==> src/rtl/unidade_controle_exp2_if.sv <==
// Control/status bundle between the Experiencia 2 control unit and its environment.
// master = control unit side; slave = datapath plus the start requester.
interface unidade_controle_exp2_if;
  logic       iniciar;
  logic       modo;
  logic       fim;
  logic       igual;
  logic       zera;
  logic       carrega;
  logic       conta;
  logic       pronto;
  logic       achou;
  logic [3:0] db_estado;

  modport master (
    input  iniciar, modo, fim, igual,
    output zera, carrega, conta, pronto, achou, db_estado
  );

  modport slave (
    output iniciar, modo, fim, igual,
    input  zera, carrega, conta, pronto, achou, db_estado
  );
endinterface

==> src/rtl/unidade_controle_exp2.sv <==
// Control FSM for the Experiencia 2 counter/comparator datapath: one search or load-and-count run per iniciar.
// Moore outputs except conta, which is Mealy on fim/igual so the counter freezes on the matching value.
module unidade_controle_exp2 #(
  parameter int CICLOS_PRONTO = 1
) (
  input  logic                    clock,
  input  logic                    reset_n,
  unidade_controle_exp2_if.master bus
);

  localparam int HW = $clog2(CICLOS_PRONTO) + 1;
  localparam logic [HW-1:0] HOLD_LAST = HW'(CICLOS_PRONTO - 1);

  typedef enum logic [3:0] {
    INICIAL = 4'd0,
    PREPARA = 4'd1,
    CARREGA = 4'd2,
    CONTA   = 4'd3,
    ACHOU   = 4'd4,
    ESGOTOU = 4'd5
  } estado_t;

  estado_t        estado_q, estado_d;
  logic           modo_q, modo_d;
  logic [HW-1:0]  hold_q, hold_d;

  always_ff @(posedge clock or negedge reset_n) begin
    if (!reset_n) begin
      estado_q <= INICIAL;
      modo_q   <= 1'b0;
      hold_q   <= '0;
    end else begin
      estado_q <= estado_d;
      modo_q   <= modo_d;
      hold_q   <= hold_d;
    end
  end

  // hold_d defaults to zero, so the hold counter is already clear on entry to ACHOU/ESGOTOU.
  always_comb begin
    estado_d = estado_q;
    modo_d   = modo_q;
    hold_d   = '0;
    case (estado_q)
      INICIAL: begin
        if (bus.iniciar) begin
          modo_d   = bus.modo;
          estado_d = PREPARA;
        end
      end
      PREPARA: estado_d = modo_q ? CARREGA : CONTA;
      CARREGA: estado_d = CONTA;
      CONTA: begin
        if (!modo_q && bus.igual) begin
          estado_d = ACHOU;
        end else if (bus.fim) begin
          estado_d = ESGOTOU;
        end
      end
      ACHOU, ESGOTOU: begin
        if (hold_q == HOLD_LAST) begin
          estado_d = INICIAL;
        end else begin
          hold_d = hold_q + 1'b1;
        end
      end
      default: estado_d = INICIAL;
    endcase
  end

  // In load mode igual is meaningless, so only rco stops the count.
  assign bus.conta     = (estado_q == CONTA) & ~bus.fim & (modo_q | ~bus.igual);
  assign bus.zera      = (estado_q == PREPARA);
  assign bus.carrega   = (estado_q == CARREGA);
  assign bus.pronto    = (estado_q == ACHOU) | (estado_q == ESGOTOU);
  assign bus.achou     = (estado_q == ACHOU);
  assign bus.db_estado = estado_q;

  a_excl: assert property (@(posedge clock) disable iff (!reset_n)
    !((bus.zera && bus.carrega) || (bus.zera && bus.conta) || (bus.carrega && bus.conta)));

endmodule

==> src/flat_wrapper.sv <==
// flat-port wrapper written by rule: the top's interface ports become plain ports
module unidade_controle_exp2_flat 
#(
  parameter int CICLOS_PRONTO = 1
)
  (clock, reset_n, bus_iniciar, bus_modo, bus_fim, bus_igual, bus_zera, bus_carrega, bus_conta, bus_pronto, bus_achou, bus_db_estado);
  unidade_controle_exp2_if bus_i ();
  input  logic clock;
  input  logic reset_n;
  input wire logic [$bits(bus_i.iniciar)-1:0] bus_iniciar;
  input wire logic [$bits(bus_i.modo)-1:0] bus_modo;
  input wire logic [$bits(bus_i.fim)-1:0] bus_fim;
  input wire logic [$bits(bus_i.igual)-1:0] bus_igual;
  output wire logic [$bits(bus_i.zera)-1:0] bus_zera;
  output wire logic [$bits(bus_i.carrega)-1:0] bus_carrega;
  output wire logic [$bits(bus_i.conta)-1:0] bus_conta;
  output wire logic [$bits(bus_i.pronto)-1:0] bus_pronto;
  output wire logic [$bits(bus_i.achou)-1:0] bus_achou;
  output wire logic [$bits(bus_i.db_estado)-1:0] bus_db_estado;
  assign bus_i.iniciar = bus_iniciar;
  assign bus_i.modo = bus_modo;
  assign bus_i.fim = bus_fim;
  assign bus_i.igual = bus_igual;
  assign bus_zera = bus_i.zera;
  assign bus_carrega = bus_i.carrega;
  assign bus_conta = bus_i.conta;
  assign bus_pronto = bus_i.pronto;
  assign bus_achou = bus_i.achou;
  assign bus_db_estado = bus_i.db_estado;
  unidade_controle_exp2 #(.CICLOS_PRONTO(CICLOS_PRONTO)) u_core (.clock(clock), .reset_n(reset_n), .bus(bus_i));
endmodule
==> config.mk <==
export PLATFORM = sky130hd
export DESIGN_NAME = unidade_controle_exp2_flat
export DESIGN_NICKNAME = d
export VERILOG_FILES = /design/src/rtl/unidade_controle_exp2_if.sv /design/src/rtl/unidade_controle_exp2.sv /design/src/flat_wrapper.sv
export SDC_FILE = /design/constraint.sdc
export NUM_CORES = 1
export LEC_CHECK = 0
export BUFFER_PORTS_ARGS = -buffer_cell sky130_fd_sc_hd__buf_4
export CAP_MARGIN = 30
export CORE_AREA = 10 10 47 49
export CTS_BUF_LIST = sky130_fd_sc_hd__clkbuf_8
export CTS_CLUSTER_DIAMETER = 200
export DETAILED_ROUTE_END_ITERATION = 6
export DIE_AREA = 0 0 57 59
export GPL_TIMING_DRIVEN = 0
export HOLD_SLACK_MARGIN = 0.02
export PLACE_DENSITY = 0.5
export SLEW_MARGIN = 10
export SYNTH_ARGS = -nofsm -noshare
export SYNTH_HDL_FRONTEND = slang
export SYNTH_SLANG_ARGS = --single-unit
==> constraint.sdc <==
create_clock -name clock -period 2.5 [get_ports clock]
set_clock_uncertainty 0.15 [all_clocks]
set_input_delay 0.25 -clock clock [delete_from_list [all_inputs] [get_ports clock]]
set_output_delay 0.25 -clock clock [all_outputs]
set_load 0.05 [all_outputs]
==> flow_summary.toml, run 1 <==
[placed_design]
gp_congestion = 0.672
io_buffers = 13

[synthesis]
synth_nets = 32
seq_area_frac_synth = 0.410
async_flop_share = 1.00
synth-seq-cells = 4
postSynthCellCount = 26
synth_area_per_cell_sq_um = 9.38
synthFlopType = "dfrtp_1"
synthesis.area_sq_um = 244
synth_warnings = 0
synth-edff-count = 0
synth.distinct_cells = 17

[finish]
final_nets = 51
final_layout_size_suffix_gt1_frac = 0.488
final_common_cell = "buf_4"
fillers = 164
area_growth_pct = 71.8
final_cell_mix = "buf_4, nor2_1, dfrtp_1"
antenna_cells = 0

[die]
dieArea_sq_um = 3360
coreArea_sq_um = 1400
die_h_microns = 59
rows = 14
io_pins = 15
die_w_microns = 57
start_util = 0.174

[clock_tree]
path_clk_slew_ns = 0.03
cts_sinks = 4
htree_num_levels = 1
cts_buffers = 3
cts_root_buf = "clkbuf_8"
clock_latency_ns = 0.21
ctsResizeCount = 0
cts_tree = "done"
clockBufferDepth = 2

[timing]
timing.fmax_mhz = 580
timing.setup.tns_ns = 0
fin_crit_ns = 1.72
setup_viol = 0
rsz0062_at_grt = "no"
final_max_slew_viol_count = 0
fin_crit_sh = 0.690
hold_viol_final = 0

[critical_path]
arrival_ns = 1.32
start_kind = "flop"
crit_type = "flop to output pin"
worst_ep_required_time_ns = 2.10
end_kind = "output pin"
critPathMaxFanout = 9

[drt]
viasPerCell = 4.00
finalWirelength_microns = 665
num_vias = 236
drtIter0Drc = 8
drc = 0
drtAntennaViolNets = 0
avgRoutedWirePerCell_microns = 11.3
firstDrtPassIters = 4

[global_route]
grt_max_degree = 10
grt_pass1_wl_microns = 1090
grtUsageTotal = 0.0441
antenna_found_initial = 0
grt-ovfl-total = 0
grt_pass1_vias = 268

[run]
drv_cap = 0

[status]
status = "finished, final reports clean"

[worst_hold_path]
worstHoldPathType = "input port to flop"
## registers in the layout, indices dropped and copies added, names as in the netlist
name                  flops
u_core.bus.db_estado      3
u_core.modo_q             1
## kinds of logic after synthesis
kind of cell | count (synthesis) | synth area share
flops | 4 | 0.410
simple gates | 13 | 0.323
other cells | 1 | 0.0154
mux | 1 | 0.0462
compound gates | 4 | 0.108
buf+inv | 3 | 0.0974
## layout make-up
type	count	area (sq um)	share of cell area
plain buffers	3	23.8	0.0567
clock buffers	3	41.3	0.0985
repair buffers	14	108	0.257
flip-flops and latches	4	100	0.239
well taps	16	20.0	0.0478
multi-input cells	19	126	0.301
## cell usage after synthesis, types with 2 or more instances
| library cell | number | area [sq um] |
|---|---|---|
| dfrtp_1 | 4 | 100 |
| nor2_1 | 4 | 15.0 |
| nor2b_1 | 2 | 12.5 |
| nor3b_1 | 2 | 15.0 |
| o21a_1 | 2 | 15.0 |
## metal layers
layer,GRT usage,vias to the layer above,share of wire
met3,0.0365,2,0.054
met4,0.0302,0,0.029
met1,0.0380,102,0.43
met2,0.0682,9,0.49
met5,0,-,0
li1,-,123,-
## per-stage QoR
| stage | hold WS (ns) | cells | area, sq um | util | setup WS, ns |
|---|---|---|---|---|---|
| floorplan | -0.196 | 26 | 250 | - | 0.128 |
| global placement | -0.102 | 55 | 368 | 0.263 | 0.999 |
| detailed placement | -0.101 | 55 | 368 | 0.263 | 1.01 |
| CTS | 0.106 | 59 | 419 | 0.299 | 0.775 |
| global route | 0.114 | 59 | 419 | 0.299 | 0.714 |
| finish | 0.106 | 59 | 419 | 0.299 | 0.776 |
## path summary, 6_finish.rpt
check | startpoint | end | slack (ns) | depth (start not counted)
max | u_core.bus.db_estado[1]$_DFFE_PN0P_ | bus_conta | 0.78 | 3
min | bus_modo | u_core.modo_q$_DFFE_PN0P_ | 0.11 | 2
max reg2reg | u_core.bus.db_estado[1]$_DFFE_PN0P_ | u_core.modo_q$_DFFE_PN0P_ | 1.11 | 2
min reg2reg | u_core.modo_q$_DFFE_PN0P_ | u_core.modo_q$_DFFE_PN0P_ | 0.37 | 1
max in group asynchronous | reset_n | u_core.bus.db_estado[1]$_DFFE_PN0P_ | 1.88 | 2
min in group asynchronous | reset_n | u_core.modo_q$_DFFE_PN0P_ | 0.22 | 2
## timing repair
| item | CTS | global route |
|---|---|---|
| setup buffers | 0 | 0 |
| endpoints found under the setup margin | 0 | 0 |
| endpoints found under the hold margin | 4 | 0 |
| hold buffers | 1 | 0 |
## worst max-delay path, stage by stage, from the launching register on
cell and delay [ns]:
dfrtp_1 0.49, nand2_1 0.15, nor4_2 0.24, buf_4 0.24
Power of run 1 is left out: the tool's default activity adds up to more than one toggle a clock period on the data nets, which glitch-free logic cannot reach.
==> run 2: changes to the inputs <==
--- a/config.mk
+++ b/config.mk
@@ -14,7 +14,7 @@
 export DIE_AREA = 0 0 57 59
 export GPL_TIMING_DRIVEN = 0
 export HOLD_SLACK_MARGIN = 0.02
-export PLACE_DENSITY = 0.5
+export PLACE_DENSITY = 0.51
 export SLEW_MARGIN = 10
 export SYNTH_ARGS = -nofsm -noshare
 export SYNTH_HDL_FRONTEND = slang
==> constraint.sdc (replaced) <==
create_clock -name clock -period 1.46 [get_ports clock]
set_clock_uncertainty 0.15 [all_clocks]
set_input_delay 0.146 -clock clock [delete_from_list [all_inputs] [get_ports clock]]
set_output_delay 0.146 -clock clock [all_outputs]
set_load 0.05 [all_outputs]
==> flow_summary.toml, run 2 (synthesis results as in run 1) <==
[clock_tree]
cts_buffers = 3
clockBufferDepth = 2
cts_root_buf = "clkbuf_8"
htree_num_levels = 1
path_clk_slew_ns = 0.03
cts_tree = "done"
cts_sinks = 4
clock_latency_ns = 0.22

[critical_path]
crit_type = "flop to output pin"
worst_ep_required_time_ns = 1.16
end_kind = "output pin"
r2r-end = "u_core.modo_q$_DFFE_PN0P_"
start_kind = "flop"
r2r-start = "u_core.bus.db_estado[2]$_DFFE_PN0P_"
arrival_ns = 1.19
critPathMaxFanout = 8
r2r_slack_ns = -0.01
rr_worst_depth = 3

[die]
io_pins = 15
die_h_microns = 59
coreArea_sq_um = 1400
dieArea_sq_um = 3360
die_w_microns = 57
rows = 14
start_util = 0.174

[global_route]
grtUsageTotal = 0.0520
grt_max_degree = 9
grt_pass1_vias = 333
grt_pass1_wl_microns = 1350
antenna_found_initial = 0
grt-ovfl-total = 0

[worst_hold_path]
worstHoldPathType = "input port to asynchronous set/reset pin"

[finish]
fillers = 151
antenna_cells = 0
final_cell_area_sq_um = 551
area_growth_pct = 126
final_cell_mix = "buf_4, buf_6, nor2_1, clkbuf_8"
final_common_cell = "buf_4"
final_nets = 57
final_layout_size_suffix_gt1_frac = 0.700
largest_reg_flops = 3

[timing]
fin_ws_ns = -0.0289
final_max_slew_viol_count = 0
rsz0062_at_grt = "yes"
fin_crit_sh = 1.02
fin_crit_ns = 1.49
setup_viol = 4
timing.fmax_mhz = 672
hold_viol_final = 0

[drt]
avgRoutedWirePerCell_microns = 11.8
drtAntennaViolNets = 0
route.met3.wl_microns = 56
wl_met2_microns = 460
finalWirelength_microns = 782
firstDrtPassIters = 1
drc = 0
drtIter0Drc = 0
dr.max_layer_used = "met3"
viasPerCell = 4.00
num_vias = 264
m1WireLength_microns = 266

[placed_design]
io_buffers = 13
pre_cts_ws_ns = -0.00138
dp_hpwl_microns = 564
gp_congestion = 0.652
placed_area_sq_um = 423

[status]
violations = "negative setup slack"
status = "complete, but fails checks"

[pwr]
powerDensity_nw_per_um2 = 2810
irDropWorstVdd_mv = 1.19
p_leak_nw = 0.244

[run]
drv_cap = 0
[run 2: cell count changes in the layout (fill, tap and decap cells not counted), sizes merged]
cell	delta
dlygate4sd3	+1
buf	+5
inv	+1
[run 2: repair_timing]
action / in CTS / in global routing
hold buffers: 2 / 0
resized for setup: 9 / 1
endpoints found under the setup margin: 5 / 6
pin swaps: 1 / 0
buffers inserted: 6 / 0
endpoints found under the hold margin: 5 / 0
[run 2: area by class of cell]
cell class | instances | area (sq um) | area share
timing repair buffer | 21 | 189 | 0.343
clock buffer | 3 | 41.3 | 0.0750
tap | 16 | 20.0 | 0.0364
clock inverter | 1 | 3.75 | 0.00682
sequential | 4 | 106 | 0.193
multi-input combinational | 19 | 171 | 0.311
buffer | 2 | 18.8 | 0.0341
[run 2: critical path, stage by stage, from the launching register on]
cell     delay, ns
dfrtp_4       0.48
nand2_4       0.08
nor4_4        0.22
buf_6         0.19
[run 2: power by group]
part	switching [W]	leakage (nW)	internal, W
registers	0.000107	0.0446	0.000183
logic	0.000565	0.172	0.000454
clock network	0.0000576	0.0269	0.000179
[run 2: per-layer routing]
layer | track usage | vias up
li1 | - | 134
met1 | 0.0418 | 124
met2 | 0.0930 | 6
met3 | 0.0215 | 0
met4 | 0.0503 | 0
met5 | 0 | -
[run 2: per-stage QoR]
stage	cells	setup TNS (ns)	utilization	hold slack, ns	power (W)
after global routing	66	-0.366	0.393	0.119	0.00165
after CTS	66	-0.125	0.390	0.103	0.00155
after global placement	55	-0.000488	0.302	-0.207	0.00116
after floorplan	26	-0.407	-	-0.300	0.000943
after detailed placement	55	-0.00138	0.302	-0.207	0.00117
final	66	-0.0730	0.393	0.113	0.00155
[run 2: how the worst max path moves through the flow]
stage	from	to	slack (ns)	depth (start not counted)
after floorplan	u_core.bus.db_estado[0]$_DFFE_PN0P_	bus_conta	-0.26	3
after global placement	u_core.bus.db_estado[1]$_DFFE_PN0P_	u_core.modo_q$_DFFE_PN0P_	-0.0005	2
after detailed placement	u_core.bus.db_estado[1]$_DFFE_PN0P_	u_core.modo_q$_DFFE_PN0P_	-0.001	2
after CTS	u_core.bus.db_estado[1]$_DFFE_PN0P_	bus_conta	-0.04	3
after global routing	u_core.bus.db_estado[1]$_DFFE_PN0P_	bus_conta	-0.1	3
final	u_core.bus.db_estado[1]$_DFFE_PN0P_	bus_conta	-0.03	3
Power figures use the tool's default switching activity.
